File: config.mk
export PLATFORM = sky130hd
export DESIGN_NAME = line_fetch
export DESIGN_NICKNAME = d
export VERILOG_FILES = /design/src/rtl/line_fetch.sv
export SDC_FILE = /design/constraint.sdc
export NUM_CORES = 2
export LEC_CHECK = 0
export ABC_AREA = 1
export BUFFER_PORTS_ARGS = -buffer_cell sky130_fd_sc_hd__buf_4
export CAP_MARGIN = 20
export CORE_MARGIN = 1.5
export CORE_UTILIZATION = 35
export DETAILED_ROUTE_END_ITERATION = 10
export PLACE_DENSITY_LB_ADDON = 0.3
export SYNTH_ARGS = -nofsm -noshare
export SYNTH_HDL_FRONTEND = slang
export SYNTH_SLANG_ARGS = --single-unit
File: constraint.sdc
create_clock -name clk -period 3.5 [get_ports clk]
set_input_delay 0.7 -clock clk [delete_from_list [all_inputs] [get_ports clk]]
set_output_delay 0.7 -clock clk [all_outputs]
set_load 0.05 [all_outputs]
File: src/rtl/line_fetch.sv
// line_fetch: double-buffered scanline prefetch from the framebuffer with 4-bit palette lookup.
// Optional feature: define LINE_FETCH_UNDERRUN_CNT_EN to add the o_underrun_cnt output.
module line_fetch (
  input  logic        clk,
  input  logic        reset_n,
  input  logic        i_line_start,
  input  logic [7:0]  i_line,
  input  logic        i_h_act,
  input  logic        i_v_act,
  output logic        mem_req,
  output logic [13:0] mem_addr,
  input  logic        mem_ack,
  input  logic [15:0] mem_data,
  input  logic        pal_we,
  input  logic [3:0]  pal_idx,
  input  logic [11:0] pal_data,
  output logic [3:0]  VGA_R4,
  output logic [3:0]  VGA_G4,
  output logic [3:0]  VGA_B4
`ifdef LINE_FETCH_UNDERRUN_CNT_EN
  ,
  output logic [7:0]  o_underrun_cnt
`endif
);

  typedef enum logic [1:0] {IDLE, REQ, WAIT} state_t;

  state_t      state_q, state_d;
  logic [5:0]  word_q, word_d;
  logic [7:0]  line_q, line_d;
  logic        bank_sel_q, bank_sel_d;
  logic [7:0]  pix_q, pix_d;
  logic [11:0] rgb_q, rgb_d;
  logic        buf_we;
  logic [15:0] disp_word;
  logic [3:0]  pix_nib;

  // bank_sel_q selects the display bank; the other bank is being filled
  logic [15:0] line_buf [2][64];
  logic [11:0] pal_mem [16];

  // mem_req comes straight from the state so reset drops it without waiting for a clock
  assign mem_req  = (state_q != IDLE);
  assign mem_addr = {line_q, word_q};
  assign buf_we   = mem_req && mem_ack;

  always_comb begin
    state_d    = state_q;
    word_d     = word_q;
    line_d     = line_q;
    bank_sel_d = bank_sel_q;
    case (state_q)
      IDLE: ;
      REQ, WAIT: begin
        if (mem_ack) begin
          word_d  = word_q + 6'd1;
          state_d = (word_q == 6'd63) ? IDLE : REQ;
        end else begin
          state_d = WAIT;
        end
      end
      default: state_d = IDLE;
    endcase
    // a new line always wins: swap banks and restart, abandoning any unfinished fetch
    if (i_line_start) begin
      state_d    = REQ;
      word_d     = '0;
      line_d     = i_line;
      bank_sel_d = ~bank_sel_q;
    end
  end

  always_ff @(posedge clk or negedge reset_n) begin
    if (!reset_n) begin
      state_q    <= IDLE;
      word_q     <= '0;
      line_q     <= '0;
      bank_sel_q <= 1'b0;
    end else begin
      state_q    <= state_d;
      word_q     <= word_d;
      line_q     <= line_d;
      bank_sel_q <= bank_sel_d;
    end
  end

  // an ack coinciding with i_line_start lands in the bank that is about to be displayed
  always_ff @(posedge clk) begin
    if (buf_we) begin
      line_buf[~bank_sel_q][word_q] <= mem_data;
    end
  end

  always_ff @(posedge clk) begin
    if (pal_we) begin
      pal_mem[pal_idx] <= pal_data;
    end
  end

  always_comb begin
    disp_word = line_buf[bank_sel_q][pix_q[7:2]];
    pix_nib   = disp_word[{pix_q[1:0], 2'b00} +: 4];
    pix_d     = pix_q;
    if (i_line_start) begin
      pix_d = '0;
    end else if (i_h_act) begin
      pix_d = pix_q + 8'd1;
    end
    rgb_d = '0;
    if (i_h_act && i_v_act) begin
      rgb_d = pal_mem[pix_nib];
    end
  end

  always_ff @(posedge clk or negedge reset_n) begin
    if (!reset_n) begin
      pix_q <= '0;
      rgb_q <= '0;
    end else begin
      pix_q <= pix_d;
      rgb_q <= rgb_d;
    end
  end

  assign VGA_R4 = rgb_q[11:8];
  assign VGA_G4 = rgb_q[7:4];
  assign VGA_B4 = rgb_q[3:0];

`ifdef LINE_FETCH_UNDERRUN_CNT_EN
  logic       underrun;
  logic [7:0] urun_cnt_q, urun_cnt_d;

  // finishing word 63 in the same cycle as the new line still counts as on time
  always_comb begin
    underrun   = i_line_start && mem_req && !(mem_ack && (word_q == 6'd63));
    urun_cnt_d = urun_cnt_q;
    if (underrun && (urun_cnt_q != 8'hFF)) begin
      urun_cnt_d = urun_cnt_q + 8'd1;
    end
  end

  always_ff @(posedge clk or negedge reset_n) begin
    if (!reset_n) begin
      urun_cnt_q <= '0;
    end else begin
      urun_cnt_q <= urun_cnt_d;
    end
  end

  assign o_underrun_cnt = urun_cnt_q;
`endif

endmodule

======== After elaboration in Yosys (flattened, before gate mapping) ========
Memory sizes are Yosys's and may differ from the RTL's.
Index checks and enable logic that the tools add are counted.
word-level totals
  input bits .............................. 47
  register bits after elaboration ......... 37
  RAM bits ................................ 2240
  output and inout port bits .............. 27
  memories kept ........................... 2
  word-level logic and storage cells ...... 50
memories
  name      words  width  rd ports  clocked after memory_dff  wr ports  line  source
  line_buf  2      1024   1         0                         1         39    logic [15:0] line_buf [2][64];
  pal_mem   16     12     1         0                         1         40    logic [11:0] pal_mem [16];
cells by class
  shifts and indexed selects .............. 1
  reductions and logical operators ........ 10
  bitwise logic cells ..................... 3
  add/sub/neg operators ................... 2
  equal/unequal tests ..................... 4
  muxes and demuxes ....................... 19
  magnitude comparators ................... 3
operators by type and width
  kind                                                                   number
  1024-bit 2-to-1 mux                                                    1
  16-bit binary-select mux with 6-bit select                             1
  16-bit demux with 6-bit select                                         1
  16-bit 2-to-1 mux                                                      3
  6-bit 2-to-1 mux                                                       3
  8-bit 2-to-1 mux                                                       2
  16-bit by 5-bit indexed part select with 4-bit output                  1
  7-bit greater-or-equal comparator (second input constant)              2
  6-bit inverter with 7-bit output                                       2
  12-bit 2-to-1 mux                                                      1
  8-bit by 1-bit adder with 8-bit output (second input constant)         1
  2-bit nonzero test                                                     4
  7-bit by 1-bit < comparator with 1-bit output (second input constant)  1
  6-bit by 1-bit adder with 6-bit output (second input constant)         1
  6-bit == test (second input constant)                                  1
  1-bit 2-to-1 mux                                                       4
  2-bit 2-to-1 mux                                                       2
  2-bit case mux with 2 select lines                                     1
  1-bit logical AND                                                      3
  2-bit by 1-bit == test with 1-bit output (second input constant)       1
  2-bit == test (second input constant)                                  1
  2-bit logical NOT                                                      1
  2-bit inequality test (second input constant)                          1
  2-bit AND reduction                                                    1
  other kinds (2)                                                        2

======== Longest topological paths before layout ========
An unclocked memory read counts as a cell.
  word-level depth ........................ 7
  gate-level depth with buffers ........... 25
  mapped depth without buffers ............ 23

======== Worst setup path after synthesis ========
OpenSTA, ideal clock, no wires.
  kind .................................... input to register
  start point ............................. input port mem_ack
  end point ............................... memory line_buf[0][512] in the netlist's numbering (enable)
  required time ........................... 3.091 ns
  arrival ................................. 3.053 ns
  stages .................................. 6
  path buffers ............................ 0
  library setup time ...................... 0.409 ns
  path slack .............................. 0.038 ns
  cell sequence ........................... inv_1 -> nor2_1 -> inv_1 -> nor3_1 -> clkinv_1 -> nor3_1
between the ends
  longest elaborated chain between the ends .. 3
RTL lines
  element                                    line  source
  start, declared                            12    input logic mem_ack,
  1-bit logical AND                          45    assign buf_we = mem_req && mem_ack;
  1-bit 2-to-1 mux                           89    if (buf_we) begin
  1024-bit 2-to-1 mux (not written as such)  90    line_buf[~bank_sel_q][word_q] <= mem_data;
  end, declared                              39
No other way between the ends.

======== Worst setup path in the final report ========
  start point ............................. register bank_sel_q
  end point ............................... register rgb_q[8]
between the ends
  longest elaborated chain between the ends .. 7
RTL lines
  element                                                line  source
  start, declared                                        31    logic bank_sel_q, bank_sel_d;
  start signal, assigned                                 83    bank_sel_q <= bank_sel_d;
  memory 2 x 1024 bit                                    -
  16-bit binary-select mux with 6-bit select             101   disp_word = line_buf[bank_sel_q][pix_q[7:2]];
  16-bit 2-to-1 mux (not written as such) (2 in a row)   101
  16-bit by 5-bit indexed part select with 4-bit output  102   pix_nib = disp_word[{pix_q[1:0], 2'b00} +: 4];
  memory 16 x 12 bit                                     -
  12-bit 2-to-1 mux                                      110   if (i_h_act && i_v_act) begin
  named net rgb_d[8]                                     33    logic [11:0] rgb_q, rgb_d;
  end signal, assigned                                   121   rgb_q <= rgb_d;
  end, declared                                          33
The timed path passes the listed nets, and every way through them passes these cells. The select of a mux whose other input is x is not followed.
A chain may end at the register's enable or synchronous reset.

==> flow_metrics.env <==
export IMPL_grt_ovfl_total=0
export IMPL_synthTopCellsByArea="edfxtp_1 73%, nand2_1 8.5%, nand3_1 5.1%"
export IMPL_drt_iter0_drc=7127
export IMPL_grt_pass1_vias=59300
export IMPL_antenna_found_initial=9
export IMPL_die_w_um=517
export IMPL_syn_inst=7548
export IMPL_final_nets=8143
export IMPL_holdPathStages=3
export IMPL_endpoint_kind="flop"
export IMPL_syn_to_final_growth_pct=20.9
export IMPL_initial_core_util=0.352
export IMPL_grtUsageTotal=0.207
export IMPL_cts_tree="yes"
export IMPL_clkSlewWorstSetupHoldPaths_ps=60
export IMPL_io_pins=74
export IMPL_syn_nets=7598
export IMPL_hpwl_um=171000
export IMPL_synth_edf_count=2240
export IMPL_cp_max_fo=9
export IMPL_vias=62700
export IMPL_postSynth_asyncResetShare=0.0162
export IMPL_drive_gt1_frac=0.171
export IMPL_rows=188
export IMPL_yosysWarnings=0
export IMPL_numCtsBuffers=230
export IMPL_coreArea_mm2=0.263
export IMPL_final_cells=11800
export IMPL_avgRoutedWirePerCell_um=24.2
export IMPL_path_cells="buf_12, clkinv_16, buf_16, buf_12, buf_8, buf_8, a21oi_2, a22oi_1, o211ai_1, nand3_1, nand2_1, nand3_2, nand2_1, nand2_1, nand2_2, buf_12, clkbuf_16, nand3_1, nand2_1, a21oi_2, nor2_2, nor2_1"
export IMPL_place_gp_congestion=0.887
export IMPL_path_class="flop to flop"
export IMPL_hp_start="i_v_act"
export IMPL_postRouteAntennaNets=0
export IMPL_multiInputGateArea_mm2=0.0222
export IMPL_hp_class="primary input to flop"
export IMPL_r2r_slack_ps=-40
export IMPL_ys_seq_elements=2277
export IMPL_setup_viol=5
export IMPL_numPortBuffers=73
export IMPL_synth_top_area_cell="edfxtp_1"
export IMPL_holdWs_ps=112
export IMPL_cellLeakagePower_nw=40.3
export IMPL_final_util=0.426
export IMPL_r2r_start="bank_sel_q$_DFFE_PN0P_"
export IMPL_clock_latency_ps=900
export IMPL_crit_top_cell="nand2_1"
export IMPL_finalPower_mw=75.3
export IMPL_cts_max_level=4
export IMPL_seqCellArea_mm2=0.0682
export IMPL_drt_total_wl_um=286000
export IMPL_maxSlewViolCount=0
export IMPL_synth_top_area_share=0.727
export IMPL_r2r_end="rgb_q[8]$_DFF_PN0_"
export IMPL_grt_max_degree=78
export IMPL_violations="negative setup slack"
export IMPL_p_per_area_mw_per_mm2=674
export IMPL_status="complete, but fails checks"
export IMPL_slew_headroom=0.350
export IMPL_grt_pass1_wl_um=408000
export IMPL_crit_buf_inv=8
export IMPL_final_common_cell="edfxtp_1"
export IMPL_vdd_drop_max_uv=517
export IMPL_hold_violations=0
export IMPL_drcViolationCount=0
export IMPL_syn_area_mm2=0.0925
export IMPL_die_h_um=517
export IMPL_cts_root_buf="clkbuf_16"
export IMPL_final_cell_mix="2240 x edfxtp_1, 2067 x nand2_1, 833 x nand3_1, 583 x buf_4, 466 x a21oi_1"
export IMPL_worst_ep_arrival_time_ps=4310
export IMPL_tightest_slew_ps=975
export IMPL_cp_required_ps=4280
export IMPL_rsz0062_at_grt="yes"
export IMPL_synth_cell_types=44
export IMPL_place_inst=11300
export IMPL_dp_slack_ps=-433
export IMPL_rr_worst_depth=22
export IMPL_finalCriticalPeriod_ps=3540
export IMPL_nFillCells=24000
export IMPL_cts_sinks=2277
export IMPL_crit_path_max_incr_delay_ps=410
export IMPL_design_die_area_mm2=0.267
export IMPL_ys_seq_area_frac=0.737
export IMPL_critical_path_slowest_cell="dfrtp_4"
export IMPL_fin_ws_ps=-38.0
export IMPL_cts_path_max_buffers=3
export IMPL_crit_family="buffers and inverters"
export IMPL_avgSynthCellArea_um2=12.3
export IMPL_finalCritPeriodShare=1.01
export IMPL_drt_pass1_iterations=8
export IMPL_viasPerCell=5.31
export IMPL_skew_ps=62.7
export IMPL_synth_ff_type="edfxtp_1"
export IMPL_min_to="rgb_q[10]$_DFF_PN0_"
export IMPL_drv_cap=0
export IMPL_cp_start_kind="flop"
export IMPL_max_freq_mhz=283
where the power goes:
part	leakage [nW]	internal, mW	total (mW)	switching, mW
Sequential	20.6	30.2	30.3	0.106
Combinational	16.0	7.48	20.1	12.6
Clock	3.72	14.3	24.9	10.7
Total	40.3	51.9	75.3	23.4
metal layers:
metal  track usage  vias up  wire length [um]
met3        0.0298      393             21800
li1              -    28100                 -
met2         0.331     2603            135000
met5             0        -                 0
met1         0.289    31600            120000
met4        0.0664        0              8560
sequential cells by signal, summed over array words and instances, names as in the netlist:
name and cells:
pal_mem 192, line_q 8, bank_sel_q 1, rgb_q 12
pix_q 8, line_buf 2048, word_q 6, state_q 2
cell families after synthesis:
logic type      Yosys count  share of synthesized area
simple gates           3594                      0.161
fa+ha+maj                 3                   0.000406
xor+xnor                  1                  0.0000947
flops                  2277                      0.737
buf+inv                 680                     0.0378
compound gates          993                     0.0642
worst register-to-register path, stage by stage (launching register included):
cell and delay [ps]:
dfrtp_4 410, buf_12 200, clkinv_16 130, buf_16 190, buf_12 170, buf_8 130
buf_8 130, a21oi_2 110, a22oi_1 70, o211ai_1 400, nand3_1 220, nand2_1 130
nand3_2 70, nand2_1 80, nand2_1 60, nand2_2 100, buf_12 190, clkbuf_16 220
nand3_1 80, nand2_1 80, a21oi_2 40, nor2_2 140, nor2_1 70
worst max-delay path by stage:
stage | cells after the start | slack (ps) | start | to
floorplan | 6 | 40 | mem_ack | line_buf[0][512]$_DFFE_PP_
global placement | 23 | -410 | bank_sel_q$_DFFE_PN0P_ | rgb_q[6]$_DFF_PN0_
detailed placement | 20 | -430 | bank_sel_q$_DFFE_PN0P_ | rgb_q[10]$_DFF_PN0_
CTS | 26 | -0.7 | bank_sel_q$_DFFE_PN0P_ | rgb_q[8]$_DFF_PN0_
global route | 23 | -140 | bank_sel_q$_DFFE_PN0P_ | rgb_q[8]$_DFF_PN0_
finish | 22 | -40 | bank_sel_q$_DFFE_PN0P_ | rgb_q[8]$_DFF_PN0_
Yosys cell counts (37+ instances only):
library cell / count
edfxtp_1: 2240
nand2_1: 2095
nand3_1: 943
a21oi_1: 507
nor2_1: 458
buf_2: 206
inv_1: 180
o21ai_0: 157
buf_4: 127
a22oi_1: 119
clkbuf_1: 83
nor3_1: 63
o211ai_1: 56
buf_1: 46
a32o_1: 44
dfrtp_1: 37
through the flow:
step	area, um^2	setup TNS [ps]
6_report	112000	-77.0
5_1_grt	112000	-1430
4_1_cts	110000	-0.667
3_5_place_dp	101000	-4680
3_3_place_gp	101000	-4330
2_1_floorplan	92500	0
cell type report:
cell class,count,area share
diodes,1,0.0000224
inverters,190,0.00698
flip-flops and latches,2277,0.610
multi-input cells,4591,0.199
repair inverters,3,0.000324
clock buffers,279,0.0537
well taps,3515,0.0393
clock inverters,148,0.0145
repair buffers,800,0.0768
timing repair:
item	CTS	global route
hold buffers	9	0
pin swaps	13	47
gates resized for setup	138	261
cloned	15	24
endpoints found under the setup margin	12	12
setup buffers	13	35
hold endpoints to repair	45	0
Note: power is estimated with default switching activity, not from simulation.
